<file path="src/rtl/mem_pkg.sv">
// rtl/mem_pkg.sv - shared widths, datatype encodings, FSM states and strobe helpers for the memory stage
package mem_pkg;

  localparam int DATA_BITS = 32;
  localparam int ADDR_BITS = 32;
  localparam int REG_BITS  = 5;
  localparam int TYPE_BITS = 3;

  localparam logic [TYPE_BITS-1:0] LB  = 3'b000;
  localparam logic [TYPE_BITS-1:0] LH  = 3'b001;
  localparam logic [TYPE_BITS-1:0] LW  = 3'b010;
  localparam logic [TYPE_BITS-1:0] LBU = 3'b100;
  localparam logic [TYPE_BITS-1:0] LHU = 3'b101;

  localparam logic [3:0] STRB_B = 4'b0001;
  localparam logic [3:0] STRB_H = 4'b0011;
  localparam logic [3:0] STRB_W = 4'b1111;

  typedef enum logic [1:0] {
    ST_IDLE   = 2'd0,
    ST_ACCESS = 2'd1,
    ST_RESP   = 2'd2
  } state_e;

  // Byte lane offset actually used: words ignore a[1:0], halves ignore a[0].
  function automatic logic [1:0] eff_off(input logic [TYPE_BITS-1:0] dt, input logic [1:0] a);
    case (dt)
      LB, LBU: return a;
      LH, LHU: return {a[1], 1'b0};
      default: return 2'b00;
    endcase
  endfunction

  function automatic logic [3:0] lane_strobe(input logic [TYPE_BITS-1:0] dt, input logic [1:0] off);
    case (dt)
      LB, LBU: return STRB_B << off;
      LH, LHU: return STRB_H << off;
      default: return STRB_W;
    endcase
  endfunction

  function automatic logic is_misaligned(input logic [TYPE_BITS-1:0] dt, input logic [1:0] a);
    case (dt)
      LB, LBU: return 1'b0;
      LH, LHU: return a[0];
      default: return a != 2'b00;
    endcase
  endfunction

endpackage

</file>
<file path="src/rtl/load_align.sv">
// rtl/load_align.sv - combinational load data alignment and sign/zero extension
module load_align
  import mem_pkg::*;
(
  input  logic [DATA_BITS-1:0] i_rdata,
  input  logic [1:0]           i_addr_lo,
  input  logic [TYPE_BITS-1:0] i_datatype,
  output logic [DATA_BITS-1:0] o_data
);

  logic [1:0]           w_off;
  logic [DATA_BITS-1:0] w_shift;

  always_comb begin
    w_off   = eff_off(i_datatype, i_addr_lo);
    w_shift = i_rdata >> {w_off, 3'b000};
    case (i_datatype)
      LB:      o_data = {{(DATA_BITS-8){w_shift[7]}}, w_shift[7:0]};
      LH:      o_data = {{(DATA_BITS-16){w_shift[15]}}, w_shift[15:0]};
      LBU:     o_data = {{(DATA_BITS-8){1'b0}}, w_shift[7:0]};
      LHU:     o_data = {{(DATA_BITS-16){1'b0}}, w_shift[15:0]};
      default: o_data = w_shift;
    endcase
  end

endmodule

</file>
<file path="src/rtl/mem_stage_ctrl.sv">
// rtl/mem_stage_ctrl.sv - EX/MEM to MEM/WB controller with data memory handshake; MEM_MISALIGN_EN adds mem_misalign
module mem_stage_ctrl
  import mem_pkg::*;
(
  input  logic                 clk,
  input  logic                 rst,
  input  logic                 ex_valid,
  input  logic [TYPE_BITS-1:0] datatype,
  input  logic [DATA_BITS-1:0] aluout,
  input  logic [DATA_BITS-1:0] dm_data,
  input  logic [ADDR_BITS-1:0] pc2reg,
  input  logic [REG_BITS-1:0]  rd_addr,
  input  logic                 reg_wr,
  input  logic                 rd_src,
  input  logic                 dm2reg,
  input  logic                 dm_rd,
  input  logic                 dm_wr,
  output logic                 mem_stall,
  output logic                 dm_req,
  output logic                 dm_we,
  output logic [ADDR_BITS-1:0] dm_addr,
  output logic [3:0]           dm_wstrb,
  output logic [DATA_BITS-1:0] dm_wdata,
  input  logic                 dm_ack,
  input  logic [DATA_BITS-1:0] dm_rdata,
  output logic                 wb_valid,
  output logic [REG_BITS-1:0]  wb_rd_addr,
  output logic                 wb_reg_wr,
  output logic [DATA_BITS-1:0] wb_data
`ifdef MEM_MISALIGN_EN
  ,
  output logic                 mem_misalign
`endif
);

  state_e               r_state, w_next;
  logic                 w_mem_op, w_go;
  logic [1:0]           w_off;
  logic [DATA_BITS-1:0] w_load, w_res;

  logic                 r_we, r_dm2reg, r_reg_wr;
  logic [TYPE_BITS-1:0] r_dtype;
  logic [1:0]           r_alo;
  logic [REG_BITS-1:0]  r_rd_addr;
  logic [DATA_BITS-1:0] r_res, r_rdata, r_dm_wdata, r_wb_data;
  logic [ADDR_BITS-1:0] r_dm_addr;
  logic [3:0]           r_dm_wstrb;
  logic                 r_wb_valid, r_wb_reg_wr;
  logic [REG_BITS-1:0]  r_wb_rd_addr;

  assign w_mem_op = ex_valid & (dm_rd | dm_wr);
  assign w_off    = eff_off(datatype, aluout[1:0]);
  assign w_res    = rd_src ? pc2reg : aluout;
`ifdef MEM_MISALIGN_EN
  logic r_misalign;
  assign w_go         = w_mem_op & ~is_misaligned(datatype, aluout[1:0]);
  assign mem_misalign = r_misalign;
`else
  assign w_go = w_mem_op;
`endif

  load_align u_load_align (
    .i_rdata    (r_rdata),
    .i_addr_lo  (r_alo),
    .i_datatype (r_dtype),
    .o_data     (w_load)
  );

  always_ff @(posedge clk) begin
    if (rst) r_state <= ST_IDLE;
    else     r_state <= w_next;
  end

  always_comb begin
    w_next = r_state;
    case (r_state)
      ST_IDLE:   if (w_go) w_next = ST_ACCESS;
      ST_ACCESS: if (dm_ack) w_next = ST_RESP;
      ST_RESP:   w_next = ST_IDLE;
      default:   w_next = ST_IDLE;
    endcase
  end

  always_comb begin
    mem_stall = ((r_state == ST_IDLE) & w_go) | (r_state == ST_ACCESS);
    dm_req    = (r_state == ST_ACCESS);
    dm_we     = (r_state == ST_ACCESS) & r_we;
  end

  always_ff @(posedge clk) begin
    if (rst) begin
      r_we <= 1'b0; r_dm2reg <= 1'b0; r_reg_wr <= 1'b0; r_dtype <= '0; r_alo <= '0;
      r_rd_addr <= '0; r_res <= '0; r_rdata <= '0;
      r_dm_addr <= '0; r_dm_wstrb <= '0; r_dm_wdata <= '0;
      r_wb_valid <= 1'b0; r_wb_reg_wr <= 1'b0; r_wb_rd_addr <= '0; r_wb_data <= '0;
`ifdef MEM_MISALIGN_EN
      r_misalign <= 1'b0;
`endif
    end else begin
      r_wb_valid <= 1'b0;
`ifdef MEM_MISALIGN_EN
      r_misalign <= 1'b0;
`endif
      case (r_state)
        ST_IDLE: begin
          if (w_go) begin
            r_we       <= dm_wr;
            r_dm2reg   <= dm2reg & ~dm_wr;
            r_reg_wr   <= reg_wr;
            r_dtype    <= datatype;
            r_alo      <= aluout[1:0];
            r_rd_addr  <= rd_addr;
            r_res      <= w_res;
            r_dm_addr  <= {aluout[ADDR_BITS-1:2], 2'b00};
            r_dm_wstrb <= dm_wr ? lane_strobe(datatype, w_off) : 4'b0000;
            r_dm_wdata <= dm_data << {w_off, 3'b000};
          end
`ifdef MEM_MISALIGN_EN
          else if (w_mem_op) begin
            r_wb_valid   <= 1'b1;
            r_wb_rd_addr <= rd_addr;
            r_wb_reg_wr  <= 1'b0;
            r_wb_data    <= w_res;
            r_misalign   <= 1'b1;
          end
`endif
          else if (ex_valid) begin
            r_wb_valid   <= 1'b1;
            r_wb_rd_addr <= rd_addr;
            r_wb_reg_wr  <= reg_wr;
            r_wb_data    <= w_res;
          end
        end
        ST_ACCESS: if (dm_ack) r_rdata <= dm_rdata;
        ST_RESP: begin
          r_wb_valid   <= 1'b1;
          r_wb_rd_addr <= r_rd_addr;
          r_wb_reg_wr  <= r_reg_wr & ~r_we;
          r_wb_data    <= r_dm2reg ? w_load : r_res;
        end
        default: ;
      endcase
    end
  end

  assign dm_addr    = r_dm_addr;
  assign dm_wstrb   = r_dm_wstrb;
  assign dm_wdata   = r_dm_wdata;
  assign wb_valid   = r_wb_valid;
  assign wb_rd_addr = r_wb_rd_addr;
  assign wb_reg_wr  = r_wb_reg_wr;
  assign wb_data    = r_wb_data;

endmodule

</file>
<file path="config.mk">
export PLATFORM = sky130hd
export DESIGN_NAME = mem_stage_ctrl
export DESIGN_NICKNAME = d
export VERILOG_FILES = /design/src/rtl/mem_pkg.sv /design/src/rtl/load_align.sv /design/src/rtl/mem_stage_ctrl.sv
export SDC_FILE = /design/constraint.sdc
export NUM_CORES = 1
export LEC_CHECK = 0
export ABC_AREA = 1
export ABC_CLOCK_PERIOD_IN_PS = 3300
export CORE_MARGIN = 8
export CORE_UTILIZATION = 51
export DETAILED_ROUTE_END_ITERATION = 6
export GPL_ROUTABILITY_DRIVEN = 0
export PLACE_DENSITY = 0.85
export SLEW_MARGIN = 20
export SYNTH_ARGS = -nofsm -noshare
export SYNTH_HDL_FRONTEND = slang
export SYNTH_SLANG_ARGS = --single-unit
</file>
<file path="constraint.sdc">
create_clock -name clk -period 3.3 [get_ports clk]
set_input_delay 0.495 -clock clk [delete_from_list [all_inputs] [get_ports clk]]
set_output_delay 0.495 -clock clk [all_outputs]
set_load 0.02 [all_outputs]
</file>
After elaboration in Yosys (flattened, before gate mapping). Index checks and enable logic that the tools add are counted.

Register bits: 184. Input bits: 145. Output and inout port bits: 110. Logic and storage cells: 75.

Eq/ne operators: 12. Shifts and indexed selects: 4. Multiplexer cells: 22. Bitwise logic cells: 9. Reduce and logical (&&, ||, !) cells: 12.

Operators by type and width (number): two-way mux 32 bit (4); case mux 32 bit (4 select lines) (1); case mux 32 bit (2 select lines) (1); left shift 32 x 5 -> 32 bit (1); >> shifter 32 x 5 -> 32 bit (1); equality test 3 bit (second input constant) (4); case mux 2 bit (2 select lines) (3); two-way mux 5 bit (2); case mux 5 bit (2 select lines) (1); case mux 4 bit (2 select lines) (1); OR reduction 2 bit (4); equality test 3 x 1 -> 1 bit (second input constant) (2); zero test 3 bit (2); != test 2 bit (second input constant) (3); AND reduction 2 bit (3); AND 1 bit (5); two-way mux 1 bit (4); two-way mux 2 bit (2); two-way mux 4 bit (1); case mux 1 bit (2 select lines) (2); left shift 1 x 2 -> 4 bit (first input constant) (1); left shift 2 x 2 -> 4 bit (first input constant) (1); AND reduction 3 bit (1); equality test 2 x 1 -> 1 bit (second input constant) (1); other kinds (6) (8).

Logic depth before layout (Yosys ltp). Gate-level depths: netlist of run 1.

Word-level depth: 7. Depth in mapped cells: 11. Gate-level depth less buffers: 10.

By module. Synthesis of run 1 repeated with hierarchy kept, for this count alone.

Cell total of the unflattened synthesis: 1316. Area total of the unflattened synthesis: 8849.7 um^2.

By module, submodules not included: mem_stage_ctrl (instances 1, cells an instance 1162, area each 7997.7 um^2, sequential area each 3683.5 um^2); load_align (instances 1, cells an instance 154, area each 852.1 um^2, sequential area each 0.0 um^2).

Worst setup path before layout of run 1. OpenSTA, ideal clock, no wires.

Path kind: input to output. Start point: input port ex_valid. End point: output port mem_stall. Arrival time: 1405 ps. Data required time: 2805 ps. Setup slack: 1400 ps. Stages on the path: 8. Buffers on the path: 2. Path through: inv_1 > nor2_1 > nand2_1 > nor2_4 > inv_4 > buf_4 > buf_2 > nand2_1.

Word-level cells in the longest chain between the ends: 3.

RTL lines: start: declaration (line mem_stage_ctrl.sv:7) `input logic ex_valid,`; AND 1 bit (line mem_stage_ctrl.sv:51) `assign w_mem_op = ex_valid & (dm_rd | dm_wr);`; AND 1 bit (line mem_stage_ctrl.sv:85) `mem_stall = ((r_state == ST_IDLE) & w_go) | (r_state == ST_ACCESS);`; OR 1 bit (line mem_stage_ctrl.sv:85); end: declaration (line mem_stage_ctrl.sv:18) `output logic mem_stall,`.

No other way between the ends.

Worst setup path in the final report of run 1. Ends and elaborated chain as after synthesis.

==> flow_metrics.env, run 1 <==
export IMPL_startpoint_type="input pin"
export IMPL_ant_nets=0
export IMPL_die_w_um=146
export IMPL_drive_gt1_share_pct=8.58
export IMPL_cts_root_buf="clkbuf_16"
export IMPL_setup_tns_ps=0
export IMPL_crit_arrival_ps=2130
export IMPL_clkTransAtPathRegs_ps=70
export IMPL_dp_hpwl_um=20300
export IMPL_async_reset_ff_share_pct=0
export IMPL_yosysMostFrequentCell="nand2_1"
export IMPL_antenna_found_initial=0
export IMPL_dpl_cell_count=1563
export IMPL_max_cap_viol_count=0
export IMPL_fin_crit_ps=2620
export IMPL_grt_start_max_net_pins=95
export IMPL_drc=0
export IMPL_cts_htree_levels=4
export IMPL_clk_latency_ps=440
export IMPL_cts_resized=0
export IMPL_die_h_um=146
export IMPL_start_util_pct=52.0
export IMPL_viasPerCell=5.63
export IMPL_rsz0062_at_grt="no"
export IMPL_cpPeakStageDelay_ps=680
export IMPL_yosysSeqAreaShare_pct=42.7
export IMPL_crit_fanout=2
export IMPL_grt_pass1_wl_um=45800
export IMPL_clock_skew_ps=13.1
export IMPL_syn_inst=1166
export IMPL_clock_sinks=184
export IMPL_dr_pass1_iters=6
export IMPL_grt_overflow_total=0
export IMPL_regArea_mm2=0.00368
export IMPL_syn_avg_cell_area_um2=7.40
export IMPL_yosys_area_top_type_share_pct=42.7
export IMPL_area_growth_pct=35.6
export IMPL_io_buffers=252
export IMPL_synth_seq_cells=184
export IMPL_power_density_mw_per_mm2=487
export IMPL_status="finished, final reports clean"
export IMPL_n_antenna_cell=0
export IMPL_rows=47
export IMPL_yosysWarningCount=0
export IMPL_fin_cells=1595
export IMPL_cts_hold_buffers=0
export IMPL_hold_viol_final=0
export IMPL_fin_crit_sh_pct=79.5
export IMPL_worst_pin_slew_ps=971
export IMPL_ys_flop_type="dfxtp_1"
export IMPL_netlist_top_cells_count="225 x nand2_1, 184 x dfxtp_1, 184 x o21ai_0"
export IMPL_cts_buffers=17
export IMPL_relSlewSlack_pct=35.3
export IMPL_cp_slowest_cell="clkdlybuf4s50_1"
export IMPL_core_mm2=0.0166
export IMPL_end_kind="primary output"
export IMPL_synthTopCellsByArea="dfxtp_1 43%, o21ai_0 11%, nand2_1 9.8%, a21oi_1 6.8%, nor2_1 4.3%"
export IMPL_drtIter0Drc=1019
export IMPL_fmax_ghz=0.381
export IMPL_crit_chain="clkdlybuf4s50_1 -> inv_1 -> nor2_1 -> nand2_1 -> nor2_4 -> inv_4 -> nand2_1 -> clkdlybuf4s50_1"
export IMPL_multiInputGateArea_mm2=0.00424
export IMPL_layout_nets=1507
export IMPL_worstPathRequired_ps=2800
export IMPL_slew_violations=0
export IMPL_wire_per_inst_um=18.3
export IMPL_finalPower_uw=5700
export IMPL_wl_um=29200
export IMPL_syn_area_mm2=0.00863
export IMPL_via_count=8987
export IMPL_n_fill_cell=1296
export IMPL_power_leakage_uw=0.00450
export IMPL_synth_edf_count=0
export IMPL_worstSetupPathType="in2out"
export IMPL_synth_largest_area_cell="dfxtp_1"
export IMPL_vdd_drop_max_mv=0.422
export IMPL_post_cts_buffers=0
export IMPL_setup_violations=0
export IMPL_hold_class="reg2reg"
export IMPL_cts_tree="done"
export IMPL_boundaryPins=255
export IMPL_ys_types=38
export IMPL_dieArea_mm2=0.0213
export IMPL_grt_pass1_vias=8607
export IMPL_grt_usage_pct=26.3
export IMPL_cts_buffer_depth=2
## path summary, 6_finish.rpt
path                endpoint  depth (start not counted)        from  slack (ps)
hold reg to reg     r_res[7]                          2    r_res[7]         450
hold / removal      r_res[7]                          2    r_res[7]         450
setup reg to reg  r_dtype[1]                          8  r_state[0]        1060
setup / recovery   mem_stall                          8    ex_valid         680
## sequential cells by signal (all words and copies together), names as in the netlist
| register | cells |
|---|---|
| dm_wdata | 32 |
| r_rd_addr | 5 |
| r_reg_wr | 1 |
| r_state | 2 |
| wb_data | 32 |
| dm_wstrb | 4 |
| dm_addr | 30 |
| wb_reg_wr | 1 |
| r_res | 32 |
| r_dm2reg | 1 |
| wb_valid | 1 |
| wb_rd_addr | 5 |
| r_rdata | 32 |
| r_dtype | 3 |
| r_alo | 2 |
| r_we | 1 |
## stage by stage
stage                     setup WS [ps]  cell area (um2)  hold WS [ps]  util [%]
final                               678            11700           455      70.6
after global routing                572            11700           480      70.6
after CTS                           665            11700           456      70.6
after detailed placement            512            11100           447      67.1
after global placement              572            11100           435      67.1
after floorplan                    1400             8630           425         -
## layout by cell type, fill, tap and decap left out, types with 3 or more instances in the layout
| master | instances |
|---|---|
| inv_6 | 4 |
| o21a_1 | 11 |
| inv_1 | 60 |
| mux2i_1 | 4 |
| or2_2 | 5 |
| a21oi_1 | 117 |
| o21bai_1 | 19 |
| clkbuf_16 | 17 |
| nand2_1 | 225 |
| nor3_1 | 3 |
| o21ai_1 | 6 |
| o21bai_2 | 10 |
| a22oi_1 | 6 |
| mux2_2 | 26 |
| nor2_1 | 99 |
| a21oi_2 | 10 |
| dfxtp_1 | 184 |
| nand3_1 | 40 |
| nand2_2 | 5 |
| clkinv_4 | 3 |
| inv_2 | 5 |
| clkdlybuf4s50_1 | 251 |
| o21ai_0 | 184 |
| buf_4 | 15 |
| o211ai_1 | 15 |
| a32oi_1 | 4 |
| a31oi_1 | 20 |
## critical path: cells and delay by family
| kind | cells | cell delay, ps |
|---|---|---|
| buf+inv | 4 | 1210 |
| simple gates | 4 | 420 |
## logic make-up (layout without fill, tap and decap cells)
group,after synthesis,count (layout),share of synthesized area (%)
AOI/OAI and AO/OA,403,403,26.5
and+or+nand+nor,389,389,18.7
DFF,184,184,42.7
buffers and inverters,159,367,8.15
muxes,30,30,3.86
other,1,2,0.0435
## cell type report
cell class              count  area share (%)
multi-input cells         824            36.3
flip-flops and latches    184            31.5
repair buffers            269            22.8
clock buffers              19            3.70
well taps                 220            2.35
inverters                  66            2.14
clock inverters            13            1.25
## layer usage
metal	up-vias	share of wire, %	GRT usage (%)
li1	4307	-	-
met2	425	48	43.2
met1	4191	39	31.6
met4	0	3.2	10.3
met5	-	0	0
met3	64	9.4	8.19
## power breakdown
part / switching, uW / internal (uW)
clock network: 911 / 1130
logic: 679 / 515
registers: 90.2 / 2380
(Power assumes the default switching activity.)
==> run 2: changes to the inputs <==
--- a/config.mk
+++ b/config.mk
@@ -6,12 +6,12 @@
 export NUM_CORES = 1
 export LEC_CHECK = 0
 export ABC_AREA = 1
-export ABC_CLOCK_PERIOD_IN_PS = 3300
+export ABC_CLOCK_PERIOD_IN_PS = 2320
 export CORE_MARGIN = 8
-export CORE_UTILIZATION = 51
+export CORE_UTILIZATION = 43
 export DETAILED_ROUTE_END_ITERATION = 6
 export GPL_ROUTABILITY_DRIVEN = 0
-export PLACE_DENSITY = 0.85
+export PLACE_DENSITY = 0.77
 export SLEW_MARGIN = 20
 export SYNTH_ARGS = -nofsm -noshare
 export SYNTH_HDL_FRONTEND = slang
==> constraint.sdc (replaced) <==
create_clock -name clk -period 2.32 [get_ports clk]
set_input_delay 0.348 -clock clk [delete_from_list [all_inputs] [get_ports clk]]
set_output_delay 0.348 -clock clk [all_outputs]
set_load 0.02 [all_outputs]
==> run 2 against run 1 <==
  * Largest power group unchanged
  * Design area up 2.1%
  * Sequential share of layout area down 0.63 points
  * Non-clock buffer count up 11
  * First-iteration DRC count down 20%
==> flow_metrics.env, run 2 (same netlist as run 1, synthesis figures left out) <==
export IMPL_status="finished, final reports clean"
export IMPL_hold_class="reg2reg"
export IMPL_area_growth_pct=38.4
export IMPL_cts_htree_levels=4
export IMPL_layout_common_cells="249 x clkdlybuf4s50_1, 225 x nand2_1, 184 x o21ai_0, 184 x dfxtp_1, 117 x a21oi_1"
export IMPL_die_w_um=158
export IMPL_ant_nets=0
export IMPL_start_util_pct=43.2
export IMPL_grt_pass1_vias=8635
export IMPL_end_kind="primary output"
export IMPL_grt_usage_pct=24.0
export IMPL_wire_per_inst_um=18.3
export IMPL_relSlewSlack_pct=45.5
export IMPL_rsz0062_at_grt="no"
export IMPL_antenna_found_initial=0
export IMPL_cts_resized=0
export IMPL_grt_overflow_total=0
export IMPL_viasPerCell=5.37
export IMPL_startpoint_type="flip-flop"
export IMPL_cts_tree="done"
export IMPL_post_cts_buffers=0
export IMPL_wl_um=30300
export IMPL_die_h_um=158
export IMPL_fin_crit_sh_pct=93.9
export IMPL_drc=0
export IMPL_p_int_uw=5800
export IMPL_clock_skew_ps=13.3
export IMPL_drive_gt1_share_pct=9.31
export IMPL_worstSetupPathType="reg2out"
export IMPL_dieArea_mm2=0.0249
export IMPL_place_ws_ps=24.0
export IMPL_p_clk_share_pct=36.6
export IMPL_boundaryPins=255
export IMPL_dr_pass1_iters=5
export IMPL_crit_arrival_ps=1830
export IMPL_finalPower_uw=8270
export IMPL_grt_start_max_net_pins=117
export IMPL_power_leakage_uw=0.00461
export IMPL_max_cap_viol_count=0
export IMPL_clk_latency_ps=440
export IMPL_hold_viol_final=0
export IMPL_cts_root_buf="clkbuf_16"
export IMPL_setup_violations=0
export IMPL_cts_buffers=17
export IMPL_clkTransAtPathRegs_ps=70
export IMPL_vdd_drop_max_mv=0.549
export IMPL_whs_ps=450
export IMPL_dp_hpwl_um=21200
export IMPL_power_switching_uw=2470
export IMPL_crit_fanout=15
export IMPL_multiInputGateArea_mm2=0.00424
export IMPL_via_count=8887
export IMPL_pwr_share_seq_pct=42.3
export IMPL_io_buffers=252
export IMPL_slew_violations=0
export IMPL_layout_nets=1518
export IMPL_placed_cell_area_mm2=0.0113
export IMPL_cts_buffer_depth=2
export IMPL_worstPathRequired_ps=1970
export IMPL_fmax_ghz=0.459
export IMPL_switching_share_pct=29.9
export IMPL_fin_util_pct=59.8
export IMPL_cts_hold_buffers=0
export IMPL_power_density_mw_per_mm2=693
export IMPL_design_area_mm2=0.0119
export IMPL_grt_pass1_wl_um=46700
export IMPL_clock_sinks=184
export IMPL_p_comb_share_pct=21.1
export IMPL_n_antenna_cell=0
export IMPL_final_common_cell="clkdlybuf4s50_1"
export IMPL_rows=52
export IMPL_core_mm2=0.0200
export IMPL_n_fill_cell=1814
export IMPL_regArea_mm2=0.00368
export IMPL_worst_pin_slew_ps=818
export IMPL_drtIter0Drc=811
export IMPL_fin_ws_ps=142
export IMPL_fin_crit_ps=2180
==> run 2: layer usage <==
| layer | share of wire (%) | vias up | track usage [%] | routed length [um] |
|---|---|---|---|---|
| li1 | - | 4320 | - | - |
| met1 | 39 | 4108 | 27.9 | 11800 |
| met2 | 47 | 393 | 39.5 | 14300 |
| met3 | 10 | 66 | 8.08 | 3030 |
| met4 | 3.6 | 0 | 10.3 | 1090 |
| met5 | 0 | - | 0 | 0 |
==> run 2: through the flow <==
step                      instances  setup TNS (ps)
after CTS                      1656               0
after floorplan                1167               0
after global placement         1624           -9.18
after detailed placement       1624               0
final                          1656               0
after global routing           1656               0
==> run 2: final cells by class <==
type,count,area share (%)
Clock buffer,20,3.74
Clock inverter,12,1.34
Inverter,66,2.10
Multi-Input combinational cell,824,35.5
Sequential cell,184,30.8
Tap cell,270,2.83
Timing Repair Buffer,280,23.6
==> run 2: power groups by stage <==
stage | clock network [uW] | logic, uW | registers (uW)
3_5_place_dp | 0 | 1730 | 3570
2_1_floorplan | 0 | 774 | 3710
3_3_place_gp | 0 | 1710 | 3560
4_1_cts | 3040 | 1740 | 3500
6_report | 3030 | 1740 | 3500
5_1_grt | 3180 | 1890 | 3520
==> run 2: worst paths after layout <==
| check | slack, ps | endpoint | cells past startpoint | start |
|---|---|---|---|---|
| max | 140 | dm_req | 4 | r_state[0] |
| min reg2reg | 450 | r_res[7] | 2 | r_res[7] |
| min | 450 | r_res[7] | 2 | r_res[7] |
| max reg2reg | 380 | wb_data[10] | 9 | r_dtype[1] |
==> run 2: worst max-delay path, stage by stage, from the launching register on <==
cell	delay, ps
dfxtp_1	410
inv_1	70
nor2_2	100
buf_4	200
clkdlybuf4s50_1	630
==> run 3: changes to the inputs <==
--- a/config.mk
+++ b/config.mk
@@ -6,12 +6,12 @@
 export NUM_CORES = 1
 export LEC_CHECK = 0
 export ABC_AREA = 1
-export ABC_CLOCK_PERIOD_IN_PS = 2320
+export ABC_CLOCK_PERIOD_IN_PS = 2090
 export CORE_MARGIN = 8
-export CORE_UTILIZATION = 43
+export CORE_UTILIZATION = 48
 export DETAILED_ROUTE_END_ITERATION = 6
 export GPL_ROUTABILITY_DRIVEN = 0
-export PLACE_DENSITY = 0.77
+export PLACE_DENSITY = 0.81
 export SLEW_MARGIN = 20
 export SYNTH_ARGS = -nofsm -noshare
 export SYNTH_HDL_FRONTEND = slang
==> constraint.sdc (replaced) <==
create_clock -name clk -period 2.09 [get_ports clk]
set_input_delay 0.3135 -clock clk [delete_from_list [all_inputs] [get_ports clk]]
set_output_delay 0.3135 -clock clk [all_outputs]
set_load 0.02 [all_outputs]
==> run 3 against run 2 <==
  * Design area is 0.41% lower
  * Critical endpoint is now wb_data[20]
  * Global-route usage is 1.8 points higher
  * Cell count fell by 2.1%
  * Core utilization increased by 7.1 points
  * Critical path type is now reg2reg
  * Total power up 8.2%
==> flow_metrics.env, run 3 (same netlist as run 1, synthesis figures left out) <==
export IMPL_setup_violations=0
export IMPL_p_comb_share_pct=21.7
export IMPL_drc=0
export IMPL_grt_pass1_wl_um=46300
export IMPL_startpoint_type="flip-flop"
export IMPL_cts_buffer_depth=2
export IMPL_power_density_mw_per_mm2=753
export IMPL_dr_pass1_iters=6
export IMPL_crit_chain="inv_2 -> nand2_2 -> inv_1 -> nand3_1 -> nand2_1 -> nand2_2 -> nand2_4 -> o21bai_1 -> a21oi_1"
export IMPL_whs_path_depth=3
export IMPL_dp_hpwl_um=21000
export IMPL_setup_tns_ps=0
export IMPL_relSlewSlack_pct=47.7
export IMPL_via_count=8997
export IMPL_fin_crit_ps=1830
export IMPL_cts_tree="done"
export IMPL_fin_util_pct=66.9
export IMPL_layout_common_cells="247 x clkdlybuf4s50_1, 225 x nand2_1, 184 x o21ai_0, 184 x dfxtp_1, 117 x a21oi_1"
export IMPL_slew_violations=0
export IMPL_rows=49
export IMPL_worst_path_most_repeated_cell="nand2_2"
export IMPL_cpPeakStageDelay_ps=460
export IMPL_drtIter0Drc=959
export IMPL_crit_arrival_ps=2150
export IMPL_core_mm2=0.0178
export IMPL_placed_cell_area_mm2=0.0113
export IMPL_ant_nets=0
export IMPL_grt_overflow_total=0
export IMPL_clock_sinks=184
export IMPL_end_kind="flip-flop"
export IMPL_p_int_uw=6290
export IMPL_antenna_found_initial=0
export IMPL_vdd_drop_max_mv=0.645
export IMPL_viasPerCell=5.55
export IMPL_switching_share_pct=29.8
export IMPL_layout_nets=1524
export IMPL_pwr_share_seq_pct=43.4
export IMPL_fin_cells=1621
export IMPL_worstSetupPathType="reg2reg"
export IMPL_worstPathRequired_ps=2410
export IMPL_drive_gt1_share_pct=10.1
export IMPL_cts_htree_levels=4
export IMPL_cts_root_buf="clkbuf_16"
export IMPL_design_area_mm2=0.0119
export IMPL_cts_resized=1
export IMPL_boundaryPins=255
export IMPL_grt_pass1_vias=8734
export IMPL_cts_hold_buffers=0
export IMPL_status="finished, final reports clean"
export IMPL_fin_crit_sh_pct=87.6
export IMPL_crit_fanout=17
export IMPL_rr_worst_depth=9
export IMPL_io_buffers=252
export IMPL_n_antenna_cell=0
export IMPL_p_clk_share_pct=34.8
export IMPL_worst_pin_slew_ps=784
export IMPL_rsz0062_at_grt="no"
export IMPL_cts_buffers=17
export IMPL_hold_class="in2reg"
export IMPL_die_w_um=150
export IMPL_hold_viol_final=0
export IMPL_grt_usage_pct=25.8
export IMPL_cp_slowest_cell="dfxtp_1"
export IMPL_fmax_ghz=0.546
export IMPL_power_switching_uw=2660
export IMPL_post_cts_buffers=0
export IMPL_start_util_pct=48.5
export IMPL_dieArea_mm2=0.0225
export IMPL_clock_skew_ps=8.68
export IMPL_grt_start_max_net_pins=69
export IMPL_clk_latency_ps=430
export IMPL_dpl_cell_count=1589
export IMPL_area_growth_pct=37.9
export IMPL_final_common_cell="clkdlybuf4s50_1"
export IMPL_power_leakage_uw=0.00460
export IMPL_max_cap_viol_count=0
export IMPL_die_h_um=150
export IMPL_wire_per_inst_um=18.2
export IMPL_wl_um=29500
export IMPL_clkTransAtPathRegs_ps=70
run 3: final cells by class:
type / count / area (um2)
sequential: 184 / 3680
tap: 229 / 287
clock inverter: 14 / 128
timing repair buffer: 286 / 2860
clock buffer: 18 / 439
inverter: 66 / 250
multi-input combinational: 824 / 4240
fill: 1484 / 5890
run 3: per-layer routing:
| metal | track usage (%) | up-vias | wire (um) |
|---|---|---|---|
| met3 | 7.77 | 51 | 2920 |
| met5 | 0 | - | 0 |
| met4 | 9.30 | 0 | 771 |
| li1 | - | 4340 | - |
| met1 | 31.6 | 4187 | 11600 |
| met2 | 42.1 | 419 | 14200 |
run 3: metrics by stage:
step | total power, uW | hold WS (ps) | setup WS [ps]
5_1_grt | 9290 | 426 | 144
3_3_place_gp | 5850 | 434 | 96.2
3_5_place_dp | 5880 | 439 | 54.7
2_1_floorplan | 4980 | 425 | 537
4_1_cts | 8970 | 397 | 37.1
6_report | 8950 | 401 | 259
run 3: critical path: cells and delay by family, from the launching register on:
family	cells	cell delay, ps
buf+inv	2	260
simple gates	5	660
flops	1	460
compound gates	2	330
run 3: power groups by stage:
stage | Combinational [uW] | Sequential [uW] | Clock, uW
floorplan | 859 | 4120 | 0
global placement | 1900 | 3950 | 0
detailed placement | 1920 | 3960 | 0
CTS | 1940 | 3890 | 3150
global route | 2090 | 3910 | 3280
finish | 1940 | 3890 | 3120
run 3: path summary, 6_finish.rpt:
kind,end,start,slack (ps)
setup / recovery,wb_data[20],r_dtype[1],260
hold / removal,r_state[0],rst,400
setup reg to reg,wb_data[20],r_dtype[1],260
hold reg to reg,r_res[7],r_res[7],460
